==> src/rtl/alu_share_ctrl_pkg.sv <==
// Shared opcode constants and sequencer state encoding for the shared-ALU controller.
package alu_pkg;

    localparam logic [2:0] OP_FWD = 3'b000;
    localparam logic [2:0] OP_ADD = 3'b001;
    localparam logic [2:0] OP_AND = 3'b010;
    localparam logic [2:0] OP_OR  = 3'b011;

    typedef enum logic [1:0] {
        IDLE      = 2'd0,
        BUSY_WAIT = 2'd1,
        DONE      = 2'd2
    } state_t;

    // Opcodes with bit 2 set are reserved and never reach the ALU.
    function automatic logic op_reserved(input logic [2:0] sel);
        return sel[2];
    endfunction

endpackage

==> src/rtl/alu_share_ctrl_arb.sv <==
// Two-way round-robin picker: on contention the requester that did not win last time is chosen.
module rr_arb2 (
    input  logic req0_i,
    input  logic req1_i,
    input  logic last_grant_i,
    output logic valid_o,
    output logic winner_o
);

    always_comb begin
        valid_o  = req0_i | req1_i;
        winner_o = 1'b0;
        if (req0_i && req1_i) begin
            winner_o = ~last_grant_i;
        end else if (req1_i) begin
            winner_o = 1'b1;
        end
    end

endmodule

==> src/rtl/alu_share_ctrl.sv <==
// Shares one ALU between two requesters: latch winner's operands, hold them for the
// settle time, capture the result and return it with a one-cycle ACK.
module alu_share_ctrl
    import alu_pkg::*;
#(
    parameter int unsigned WIDTH       = 8,
    parameter int unsigned WAIT_CYCLES = 1
) (
    input  logic             CLK,
    input  logic             RESET,
    input  logic             REQ0,
    input  logic [WIDTH-1:0] DATA1_0,
    input  logic [WIDTH-1:0] DATA2_0,
    input  logic [2:0]       SELECT_0,
    input  logic             REQ1,
    input  logic [WIDTH-1:0] DATA1_1,
    input  logic [WIDTH-1:0] DATA2_1,
    input  logic [2:0]       SELECT_1,
    output logic             ACK0,
    output logic             ACK1,
    output logic [WIDTH-1:0] RESULT0,
    output logic [WIDTH-1:0] RESULT1,
    output logic             ZERO0,
    output logic             ZERO1,
    output logic             ERR,
    output logic             BUSY,
    output logic [WIDTH-1:0] ALU_DATA1,
    output logic [WIDTH-1:0] ALU_DATA2,
    output logic [2:0]       ALU_SELECT,
    input  logic [WIDTH-1:0] ALU_RESULT,
    input  logic             ALU_ZERO
);

    localparam int unsigned CW = (WAIT_CYCLES > 1) ? $clog2(WAIT_CYCLES + 1) : 1;

    state_t           state_q;
    logic [CW-1:0]    cnt_q;
    logic             win_q;
    logic             last_grant_q;
    logic             ack0_q, ack1_q, err_q, busy_q;
    logic [WIDTH-1:0] res0_q, res1_q;
    logic             zero0_q, zero1_q;
    logic [WIDTH-1:0] alu_d1_q, alu_d2_q;
    logic [2:0]       alu_sel_q;

    logic             grant_valid;
    logic             grant_idx;
    logic [WIDTH-1:0] d1_d, d2_d;
    logic [2:0]       sel_d;

    rr_arb2 u_arb (
        .req0_i       (REQ0),
        .req1_i       (REQ1),
        .last_grant_i (last_grant_q),
        .valid_o      (grant_valid),
        .winner_o     (grant_idx)
    );

    always_comb begin
        d1_d  = DATA1_0;
        d2_d  = DATA2_0;
        sel_d = SELECT_0;
        if (grant_idx) begin
            d1_d  = DATA1_1;
            d2_d  = DATA2_1;
            sel_d = SELECT_1;
        end
    end

    always_ff @(posedge CLK) begin
        if (RESET) begin
            state_q      <= IDLE;
            cnt_q        <= '0;
            win_q        <= 1'b0;
            last_grant_q <= 1'b1;
            ack0_q       <= 1'b0;
            ack1_q       <= 1'b0;
            err_q        <= 1'b0;
            busy_q       <= 1'b0;
            res0_q       <= '0;
            res1_q       <= '0;
            zero0_q      <= 1'b0;
            zero1_q      <= 1'b0;
            alu_d1_q     <= '0;
            alu_d2_q     <= '0;
            alu_sel_q    <= '0;
        end else begin
            ack0_q <= 1'b0;
            ack1_q <= 1'b0;
            err_q  <= 1'b0;
            unique case (state_q)
                IDLE: begin
                    if (grant_valid) begin
                        win_q    <= grant_idx;
                        alu_d1_q <= d1_d;
                        alu_d2_q <= d2_d;
                        busy_q   <= 1'b1;
                        // Reserved ops skip the ALU entirely and complete on the next cycle.
                        if (op_reserved(sel_d)) begin
                            err_q   <= 1'b1;
                            ack0_q  <= ~grant_idx;
                            ack1_q  <= grant_idx;
                            state_q <= DONE;
                        end else begin
                            alu_sel_q <= sel_d;
                            cnt_q     <= CW'(WAIT_CYCLES);
                            state_q   <= BUSY_WAIT;
                        end
                    end
                end
                BUSY_WAIT: begin
                    if (cnt_q == CW'(1)) begin
                        if (win_q) begin
                            res1_q  <= ALU_RESULT;
                            zero1_q <= ALU_ZERO;
                            ack1_q  <= 1'b1;
                        end else begin
                            res0_q  <= ALU_RESULT;
                            zero0_q <= ALU_ZERO;
                            ack0_q  <= 1'b1;
                        end
                        state_q <= DONE;
                    end else begin
                        cnt_q <= cnt_q - CW'(1);
                    end
                end
                DONE: begin
                    last_grant_q <= win_q;
                    busy_q       <= 1'b0;
                    state_q      <= IDLE;
                end
                default: state_q <= IDLE;
            endcase
        end
    end

    assign ACK0       = ack0_q;
    assign ACK1       = ack1_q;
    assign ERR        = err_q;
    assign BUSY       = busy_q;
    assign RESULT0    = res0_q;
    assign RESULT1    = res1_q;
    assign ZERO0      = zero0_q;
    assign ZERO1      = zero1_q;
    assign ALU_DATA1  = alu_d1_q;
    assign ALU_DATA2  = alu_d2_q;
    assign ALU_SELECT = alu_sel_q;

endmodule

==> config.mk <==
export PLATFORM = sky130hd
export DESIGN_NAME = alu_share_ctrl
export DESIGN_NICKNAME = d
export VERILOG_FILES = /design/src/rtl/alu_share_ctrl_pkg.sv /design/src/rtl/alu_share_ctrl_arb.sv /design/src/rtl/alu_share_ctrl.sv
export SDC_FILE = /design/constraint.sdc
export NUM_CORES = 1
export LEC_CHECK = 0
export ABC_AREA = 1
export CORE_MARGIN = 2
export CORE_UTILIZATION = 43
export CTS_CLUSTER_DIAMETER = 80
export DETAILED_ROUTE_END_ITERATION = 16
export HOLD_SLACK_MARGIN = 0.1
export PLACE_DENSITY = 0.84
export SETUP_SLACK_MARGIN = 0.3
export SYNTH_ARGS = -nofsm -noshare
export SYNTH_HDL_FRONTEND = slang
export SYNTH_HIERARCHICAL = 1
export SYNTH_SLANG_ARGS = --single-unit
==> constraint.sdc <==
create_clock -name CLK -period 3.1 [get_ports CLK]
set_input_delay 0.31 -clock CLK [delete_from_list [all_inputs] [get_ports CLK]]
set_output_delay 0.31 -clock CLK [all_outputs]
set_load 0.05 [all_outputs]
### Word level (Yosys, flattened, before mapping)

Cells that the tools add are included.

* bits in registers: 45
* output and inout port bits: 41
* input bits: 51
* logic and storage cells: 66

* add/subtract/negate cells: 1
* equal/unequal tests: 5
* reduce and logical (&&, ||, !) cells: 12
* multiplexer cells: 26
* bitwise gates (word level): 7

Operator list (count)
* $mux 8: 2
* $mux 1: 15
* $reduce_and 3->1: 4
* $pmux 1 s2: 4
* $mux 2: 3
* $ne 2x2->1 const B: 3
* $not 1->1: 6
* $reduce_and 2->1: 3
* $pmux 2 s2: 1
* $reduce_bool 2->1: 2
* $mux 3: 1
* $reduce_or 3->1: 1
* $eq 2x1->1 const B: 1
* $eq 2x2->1 const B: 1
* $logic_not 2->1: 1
* $logic_and 1x1->1: 1
* $or 1x1->1: 1
* $sub 1x1->1 const B: 1

### Depth between registers and ports, before layout

Gate-level depths: netlist of the first run.

* depth after elaboration: 6
* depth in mapped cells: 9
* mapped depth without buffers: 9

### Cells and area by module

The synthesis of the first run kept the hierarchy.

By module, submodules not included
* alu_share_ctrl: instances 1, sequential area each 900.9 sq um, area each 1898.1 sq um, cells an instance 271
* rr_arb2: instances 1, sequential area each 0.0 sq um, area each 15.0 sq um, cells an instance 3

### Worst setup path after synthesis of the first run

No wires, ideal clock.

* path kind: input to register
* from: input REQ1
* to: register alu_d1_q[0] (netlist: ALU_DATA1[0])
* setup time: 0.116 ns
* data required time: 2.984 ns
* path slack: 1.809 ns
* stages: 9
* buffers on the path: 2
* arrival: 1.175 ns
* cell sequence: inv_1 a21oi_1 inv_2 buf_2 buf_4 nand2_1 nand2_1 o21ai_0 nor2_1

* longest elaborated chain between the ends: 3
* elaborated cells between the ends (all ways): 6
* those cells by class: 3 x mux; 1 x bitwise; 2 x reduce/logical

Ends and longest elaborated chain
* start, declared: line alu_share_ctrl.sv:15 `input logic REQ1,`
* $mux 1 / $logic_and 1x1->1 (equally long branches): line alu_share_ctrl_arb.sv:15, alu_share_ctrl_arb.sv:13
* $mux 1 (*): line alu_share_ctrl_arb.sv:13 `if (req0_i && req1_i) begin`
* via grant_idx: line alu_share_ctrl.sv:47 `logic grant_idx;`
* $mux 8 (*): line alu_share_ctrl.sv:63 `if (grant_idx) begin`
* end signal, assigned: line alu_share_ctrl.sv:84 `alu_d1_q <= '0;`
* end signal, assigned: line alu_share_ctrl.sv:95 `alu_d1_q <= d1_d;`
* end, declared: line alu_share_ctrl.sv:43 `logic [WIDTH-1:0] alu_d1_q, alu_d2_q;`

Mark *: on every way through the listed nets, which the timed path passes. The rest lies on a longest branch.
A chain may end at the register's enable or synchronous reset.

### Worst setup path after layout of the first run

* from: input REQ1
* to: register alu_sel_q[1] (netlist: ALU_SELECT[1])

* longest elaborated chain between the ends: 5
* elaborated cells between the ends (all ways): 7
* those cells by class: 3 x mux; 2 x bitwise; 2 x reduce/logical

Ends and longest elaborated chain
* $mux 1 / $logic_and 1x1->1 (equally long branches): line alu_share_ctrl_arb.sv:15, alu_share_ctrl_arb.sv:13
* $mux 1 (*): line alu_share_ctrl_arb.sv:13
* via grant_idx: line alu_share_ctrl.sv:47
* $mux 3 (*): line alu_share_ctrl.sv:63
* $not 1->1 (no line)
* $reduce_and 3->1 (no line)
* end signal, assigned: line alu_share_ctrl.sv:105 `alu_sel_q <= sel_d;`
* end, declared: line alu_share_ctrl.sv:44 `logic [2:0] alu_sel_q;`

Marked as above.

==> results of run 1 <==
[cells in the final DEF, fill, tap and decap left out, types with 5 or more instances in the layout]
cell type / instances
clkdlybuf4s50_1: 90
dfxtp_1: 45
inv_1: 7
nand2_1: 65
o21ai_0: 30
clkbuf_8: 5
nor2_1: 76
nand3_1: 5
a21oi_1: 9
inv_2: 7
o21ai_1: 5
[power groups by stage]
stage               sequential [mW]  clock (mW)  combinational [mW]
global route                  0.680       0.403               0.583
floorplan                     0.858           0               0.189
global placement              0.683           0               0.542
CTS                           0.672       0.372               0.548
finish                        0.671       0.362               0.545
detailed placement            0.685           0               0.547
[worst max path at each step]
stage	startpoint	end	slack, ns	cells after the start
2_1_floorplan	REQ1	ALU_DATA1[0]	1.81	9
3_3_place_gp	REQ1	ALU_SELECT[1]	1.07	11
3_5_place_dp	REQ1	ALU_SELECT[1]	1.0	11
4_1_cts	ALU_DATA1[4]	ALU_DATA1[4]	1.32	1
5_1_grt	REQ1	ALU_SELECT[1]	1.14	11
6_report	REQ1	ALU_SELECT[1]	1.32	11
[cells in the mapped netlist, types with 2 or more instances]
cell type  number  area (um^2)
o21ai_0        30          150
o21ai_1         5         25.0
nand3_1         5         25.0
inv_1           7         26.3
nor2_4          2         22.5
dfxtp_1        45          901
a21oi_1         9         45.0
inv_2           7         26.3
nand2_2         2         12.5
nand2_1        65          244
buf_6           2         22.5
buf_2           7         35.0
nor2_1         76          285
buf_4           3         22.5
[final cells by class]
cell class / instances / area [um^2] / area share [%]
clock buffers: 5 / 68.8 / 2.38
repair buffers: 91 / 908 / 31.5
clock inverters: 3 / 21.3 / 0.737
flip-flops and latches: 45 / 901 / 31.2
inverters: 15 / 58.8 / 2.04
well taps: 52 / 65.1 / 2.25
multi-input cells: 200 / 865 / 29.9
[metal layers]
layer / part of all wire [%] / vias up / global-route usage (%)
met5: 0 / - / 0
met4: 2.1 / 0 / 9.22
met3: 6.0 / 8 / 5.13
met2: 48 / 53 / 33.5
met1: 44 / 827 / 23.7
li1: - / 1019 / -
[state kept, by name, indices dropped and copies added, names as in the netlist, 2 cells and up]
register	count
ALU_DATA1	8
RESULT0	8
ALU_SELECT	2
ALU_DATA2	8
state_q	2
RESULT1	8
[metrics by stage]
| stage | util (%) | hold slack, ns | cell area [um^2] |
|---|---|---|---|
| 3_3_place_gp | 64.7 | 0.455 | 2800 |
| 4_1_cts | 66.8 | 0.470 | 2890 |
| 2_1_floorplan | - | 0.429 | 1910 |
| 3_5_place_dp | 64.7 | 0.454 | 2800 |
| 5_1_grt | 66.8 | 0.495 | 2890 |
| 6_report | 66.8 | 0.462 | 2890 |
[critical path: stages]
cell and delay [ns]:
clkdlybuf4s50_1 0.47, inv_1 0.04, a21oi_1 0.13, buf_4 0.27, inv_2 0.19, nand2_1 0.10
nand2_1 0.16, nor2_8 0.15, nand2_1 0.07, nand2_1 0.06, nor2_1 0.04
[cells by family (layout without fill, tap and decap cells)]
family | after synthesis | count (layout) | share of synthesized area, %
compound gates | 45 | 45 | 12.0
buf+inv | 29 | 114 | 7.72
flops | 45 | 45 | 47.1
other cells | 1 | 1 | 0.196
simple gates | 154 | 154 | 33.0
==> impl_metrics.json, run 1 <==
{
  "status": "finished clean",
  "reg2reg_setup_slack_ns": 1.49,
  "hold_sp": "BUSY",
  "final.setup.tns_ns": 0,
  "critPathLaunchType": "input port",
  "postRouteAntennaNets": 0,
  "clock_power_share_pct": 23.0,
  "dp.cells": 403,
  "swShare_pct": 36.7,
  "cap_viol_max_count": 0,
  "postSynth.topFlopCell": "dfxtp_1",
  "drt_pass1_iterations": 4,
  "cp-end-kind": "flop",
  "clkLatencyLatePin_ns": 0.30,
  "core_region_area_um2": 4320,
  "dieArea_um2": 5000,
  "cts.sink_count": 45,
  "yosysUniqueCellTypes": 23,
  "power_density_nw_per_um2": 547,
  "tritoncts_clock_tree": "built",
  "p_leak_nw": 1.26,
  "drt-vias-per-instance": 4.64,
  "synth.net_count": 325,
  "drt-initial-drc-count": 98,
  "cts-hold-fix-buffers": 0,
  "seq_cells_post_synth": 45,
  "worst_path_class_setup": "in -> reg",
  "cts_inserted_buffers": 5,
  "wl_per_cell_um": 11.8,
  "net_switching_power_of_the_design_uw": 580,
  "grt_max_degree": 39,
  "ys_warn_count": 6,
  "timing.final.crit_period_ns": 1.78,
  "placement.io_buffers": 90,
  "remaining_routing_drc_violations": 0,
  "cts-htree-levels": 2,
  "vias_in_the_first_global_route": 1800,
  "required_ns": 3.30,
  "path_clk_slew_ns": 0.08,
  "critical_path.reg2reg.startpoint": "last_grant_q",
  "hold_violations": 0,
  "io_pins": 92,
  "cp.arrival_ns": 1.99,
  "post_detailed_placement_half_perimeter_wirelength_mm": 3.68,
  "post_cts_resized": 0,
  "internal-power_uw": 998,
  "synth_area_per_cell_um2": 6.98,
  "min_to": "BUSY",
  "synth_seq_area_share_pct": 47.1,
  "rr_worst_depth": 9,
  "gp_congestion": 0.832,
  "nNetsFinal": 409,
  "wire_length_of_the_first_global_routing_pass_mm": 7.91,
  "comb_power_share_pct": 34.5,
  "slew-limit-headroom_pct": 64.3,
  "post_cts_buffers": 0,
  "worstMarginPinSlew_ns": 0.534,
  "starting_density_of_the_core_pct": 44.2,
  "globalRoute.totalOverflow": 0,
  "timing_max_transition_violations_final": 0,
  "synth_edf_count": 0,
  "finalSetupViolCount": 0,
  "final.period_utilization_pct": 57.4,
  "ir_drop_uv": 273,
  "clock_tree.root_cell": "clkbuf_8",
  "layout_setup_ws_ns": 1.32,
  "die-height_um": 70.7,
  "worst-path-max-fanout": 22,
  "cts_max_path_buffers": 2,
  "fillers": 373,
  "power.share.sequential_pct": 42.5,
  "fp-row-count": 24,
  "post-place-ws_ns": 0.997,
  "unrepaired_setup_endpoints_after_global_routing": "no",
  "post_route_cells_drive_above_1_share_pct": 6.69,
  "post_synth_instance_area_um2": 1910,
  "fmaxAchievable_mhz": 562,
  "route.final.wire_length_mm": 4.86,
  "p_total_mw": 1.58,
  "routed-via-count": 1907,
  "netlist_instances": 274,
  "post_layout_nonfiller_instances": 411,
  "min_delay_path_depth": 2,
  "antenna_found_initial": 0,
  "syn2layout_area_growth_pct": 50.9,
  "clock-skew-final_ns": 0.00517,
  "min-delay-path-class": "reg -> reg",
  "groute.usage.overall_pct": 19.9,
  "n_antenna_cell": 0,
  "ys_async_sr_fraction_pct": 0,
  "die_width_um": 70.7,
  "r2r_path_end": "ALU_SELECT[1]"
}
Power figures use the tool's default switching activity.
==> run 2, diff against run 1 <==
- CORE_UTILIZATION: 43 -> 40
- PLACE_DENSITY: 0.84 -> 0.79
- clock period: 3.1 -> 1.8 ns (I/O delays scaled with it)
==> impl_metrics.json, run 2 (same netlist as run 1, synthesis figures left out) <==
{
  "status": "finished clean",
  "dp.cells": 408,
  "post_detailed_placement_half_perimeter_wirelength_mm": 3.55,
  "final.setup.tns_ns": 0,
  "crit_family": "buffers and inverters",
  "clock_tree.root_cell": "clkbuf_8",
  "path_clk_slew_ns": 0.09,
  "cts-hold-fix-buffers": 0,
  "vias_in_the_first_global_route": 1771,
  "layout_setup_ws_ns": 0.438,
  "worst_path_class_setup": "reg -> out",
  "post_route_cells_drive_above_1_share_pct": 7.73,
  "finalSetupViolCount": 0,
  "drt_pass1_iterations": 4,
  "cts-htree-levels": 2,
  "required_ns": 1.62,
  "nNetsFinal": 412,
  "critPathLaunchType": "flop",
  "wl_per_cell_um": 11.5,
  "holdWs_ns": 0.481,
  "io_pins": 92,
  "largest_stage_delay_on_the_critical_path_ns": 0.55,
  "syn2layout_area_growth_pct": 52.3,
  "p_total_mw": 2.95,
  "fmaxAchievable_mhz": 734,
  "antenna_found_initial": 0,
  "worst_path_max_delay_cell": "dlygate4sd2_1",
  "routed-via-count": 1920,
  "most-common-layout-cells": "nor2_1 (76), nand2_1 (65), clkdlybuf4s50_1 (50)",
  "route.final.wire_length_mm": 4.80,
  "drt-vias-per-instance": 4.62,
  "tritoncts_clock_tree": "built",
  "gp_congestion": 0.846,
  "crit_chain": "dlygate4sd2_1",
  "core_region_area_um2": 4660,
  "placedInstanceArea_um2": 2830,
  "clock-skew-final_ns": 0.00712,
  "clkLatencyLatePin_ns": 0.30,
  "hold_violations": 0,
  "crit_buf_inv": 1,
  "die-height_um": 73.2,
  "postLayoutCellArea_um2": 2910,
  "post-place-ws_ns": 0.175,
  "fp-row-count": 25,
  "cts_max_path_buffers": 2,
  "slew-limit-headroom_pct": 65.0,
  "worstMarginPinSlew_ns": 0.527,
  "remaining_routing_drc_violations": 0,
  "worst-path-max-fanout": 2,
  "grt_max_degree": 39,
  "wire_length_of_the_first_global_routing_pass_mm": 7.71,
  "most_common_cell_after_layout_fill_and_taps_aside": "nor2_1",
  "post_layout_nonfiller_instances": 416,
  "final.period_utilization_pct": 75.6,
  "cts.sink_count": 45,
  "drt-initial-drc-count": 95,
  "groute.usage.overall_pct": 18.4,
  "starting_density_of_the_core_pct": 41.0,
  "placement.io_buffers": 90,
  "timing.final.crit_period_ns": 1.36,
  "dieArea_um2": 5350,
  "postRouteAntennaNets": 0,
  "cap_viol_max_count": 0,
  "cp.arrival_ns": 1.18,
  "unrepaired_setup_endpoints_after_global_routing": "no",
  "cp-end-kind": "output port",
  "die_width_um": 73.2,
  "timing_max_transition_violations_final": 0,
  "power_density_nw_per_um2": 1010,
  "n_antenna_cell": 0,
  "ir_drop_uv": 488,
  "p_leak_nw": 1.46,
  "min-delay-path-class": "reg -> reg",
  "cts_inserted_buffers": 5,
  "post-route-util_pct": 62.5,
  "globalRoute.totalOverflow": 0
}
[run 2: changes by cell type in the layout (fill, tap and decap cells not counted), sizes merged]
cell           previous run  this run
clkdlybuf4s50            90        50
dlygate4sd2               0        40
buf                       1         4
bufinv                    0         2
clkinv                    1         0
clkinvlp                  1         0
[run 2: final timing paths]
check	endpoint	slack [ns]	depth (start not counted)	start
max	RESULT0[5]	0.44	1	RESULT0[5]
min	ALU_DATA1[3]	0.48	2	ALU_DATA1[3]
min reg2reg	ALU_DATA1[3]	0.48	2	ALU_DATA1[3]
max reg2reg	RESULT0[2]	0.53	7	state_q[1]
[run 2: what timing repair did]
item	CTS	global route
gates resized for setup	40	0
setup buffers	0	0
endpoints found under the setup margin	40	0
[run 2: power by group]
part	switching [mW]	internal [mW]	leakage (nW)	total [mW]
sequential	0.0553	1.10	0.369	1.15
combinational	0.594	0.293	1.02	0.887
clock	0.347	0.559	0.0687	0.906
[run 2: final cells by class]
type	count	area, um^2
fill	424	1750
sequential	45	901
timing repair buffer	94	881
multi-input combinational	200	868
clock buffer	5	68.8
clock inverter	3	68.8
tap	54	67.6
inverter	15	58.8
[run 2: layer usage]
| layer | track usage, % | vias to the layer above | share of wire (%) |
|---|---|---|---|
| met1 | 20.1 | 834 | 42 |
| met3 | 4.83 | 9 | 6.1 |
| met2 | 33.5 | 55 | 50 |
| met5 | 0 | - | 0 |
| li1 | - | 1022 | - |
| met4 | 7.20 | 0 | 1.8 |
==> run 3, diff against run 2 <==
- clock period: 1.8 -> 1.3 ns (I/O delays scaled with it)
==> impl_metrics.json, run 3 (same netlist as run 1, synthesis figures left out) <==
{
  "status": "finished clean",
  "power_density_nw_per_um2": 1270,
  "unrepaired_setup_endpoints_after_global_routing": "yes",
  "timing_max_transition_violations_final": 0,
  "cts_max_path_buffers": 2,
  "nNetsFinal": 431,
  "min_delay_path_depth": 6,
  "holdWs_ns": 0.423,
  "critical_path.reg2reg.startpoint": "state_q[0]",
  "clock-skew-final_ns": 0.0114,
  "grt_util_met2_pct": 43.7,
  "clkLatencyLatePin_ns": 0.31,
  "post_detailed_placement_half_perimeter_wirelength_mm": 4.26,
  "placedInstanceArea_um2": 3330,
  "fp-row-count": 25,
  "r2r_path_end": "RESULT0[1]",
  "worst_path_class_setup": "reg -> reg",
  "globalRoute.totalOverflow": 0,
  "cts-hold-fix-buffers": 0,
  "finalSetupViolCount": 0,
  "vias_in_the_first_global_route": 2089,
  "rr_worst_depth": 7,
  "ir_drop_uv": 1110,
  "grt_max_degree": 22,
  "die_width_um": 73.2,
  "p_leak_nw": 1.69,
  "groute.usage.overall_pct": 23.9,
  "reg2reg_setup_slack_ns": 0.06,
  "placement.io_buffers": 90,
  "worst-path-max-fanout": 7,
  "n_antenna_cell": 0,
  "starting_density_of_the_core_pct": 41.0,
  "final.period_utilization_pct": 95.1,
  "hold_sp": "REQ1",
  "syn2layout_area_growth_pct": 102,
  "grt_util_met3_pct": 4.42,
  "busiest_layer": "met2",
  "wire_length_of_the_first_global_routing_pass_mm": 9.82,
  "gp_congestion": 0.832,
  "most_common_cell_after_layout_fill_and_taps_aside": "nand2_1",
  "postLayoutCellArea_um2": 3870,
  "routed-via-count": 2252,
  "p_total_mw": 4.93,
  "post_layout_nonfiller_instances": 435,
  "required_ns": 1.50,
  "dieArea_um2": 5350,
  "critPathLaunchType": "flop",
  "route.final.wire_length_mm": 7.43,
  "postRouteAntennaNets": 0,
  "cts.sink_count": 45,
  "min_to": "ALU_DATA1[3]",
  "layout_setup_ws_ns": 0.0641,
  "wl_per_cell_um": 17.1,
  "cp.arrival_ns": 1.44,
  "io_pins": 92,
  "post_route_cells_drive_above_1_share_pct": 40.7,
  "cts_inserted_buffers": 5,
  "cap_viol_max_count": 0,
  "dp.cells": 415,
  "hold_violations": 0,
  "post-place-ws_ns": -0.216,
  "grt_met1_use_pct": 26.8,
  "clock_tree.root_cell": "clkbuf_8",
  "cp-end-kind": "flop",
  "drt-initial-drc-count": 100,
  "tritoncts_clock_tree": "built",
  "core_region_area_um2": 4660,
  "drt-vias-per-instance": 5.18,
  "fmaxAchievable_mhz": 809,
  "final.setup.tns_ns": 0,
  "remaining_routing_drc_violations": 0,
  "most-common-layout-cells": "nand2_1 (61), nor2_1 (60), clkdlybuf4s50_1 (48)",
  "die-height_um": 73.2,
  "post-route-util_pct": 83.0,
  "antenna_found_initial": 0,
  "path_clk_slew_ns": 0.09,
  "timing.final.crit_period_ns": 1.24,
  "drt_pass1_iterations": 4,
  "min-delay-path-class": "in -> reg",
  "cts-htree-levels": 2
}
## run 3: worst max-delay path by stage
| stage | startpoint | to | slack [ns] |
|---|---|---|---|
| after CTS | last_grant_q | ALU_DATA2[5] | 0.14 |
| after detailed placement | REQ1 | ALU_SELECT[1] | -0.22 |
| after global routing | last_grant_q | ALU_DATA2[7] | 0.04 |
| after floorplan | last_grant_q | ALU_SELECT[0] | 0.18 |
| after global placement | REQ1 | cnt_q | -0.14 |
| final | state_q[0] | RESULT0[1] | 0.06 |
## run 3: area by class of cell
cell class | count | area, um^2
clock buffer | 5 | 68.8
clock inverter | 3 | 65.1
fill | 266 | 792
inverter | 15 | 96.3
multi-input combinational | 201 | 1090
sequential | 45 | 940
tap | 54 | 67.6
timing repair buffer | 110 | 1530
timing repair inverter | 2 | 20.0
## run 3: routing by layer
| layer | wire length, um | part of all wire (%) | up-vias |
|---|---|---|---|
| li1 | - | - | 1067 |
| met5 | 0 | 0 | - |
| met3 | 553 | 7.4 | 26 |
| met1 | 2560 | 34 | 1035 |
| met2 | 4010 | 54 | 124 |
| met4 | 305 | 4.1 | 0 |
## run 3: worst max-delay path: stages (launching register included)
cell,delay (ns)
dfxtp_4,0.38
buf_6,0.12
nand2_8,0.06
buf_12,0.13
clkinv_8,0.05
nand2_8,0.09
o21ai_1,0.20
nor2_1,0.09
## run 3: what timing repair did
item | CTS | global route
pin swaps | 4 | 19
endpoints found under the hold margin | 0 | 0
resized for setup | 41 | 79
cloned | 2 | 2
setup endpoints to repair | 45 | 63
buffers inserted | 4 | 4
## run 3: report_power, final
part	switching [mW]	total [mW]	leakage [nW]	internal, mW
clock	0.510	1.27	0.0681	0.764
combinational	1.03	1.95	1.24	0.918
sequential	0.167	1.71	0.380	1.54
total	1.71	4.93	1.69	3.22
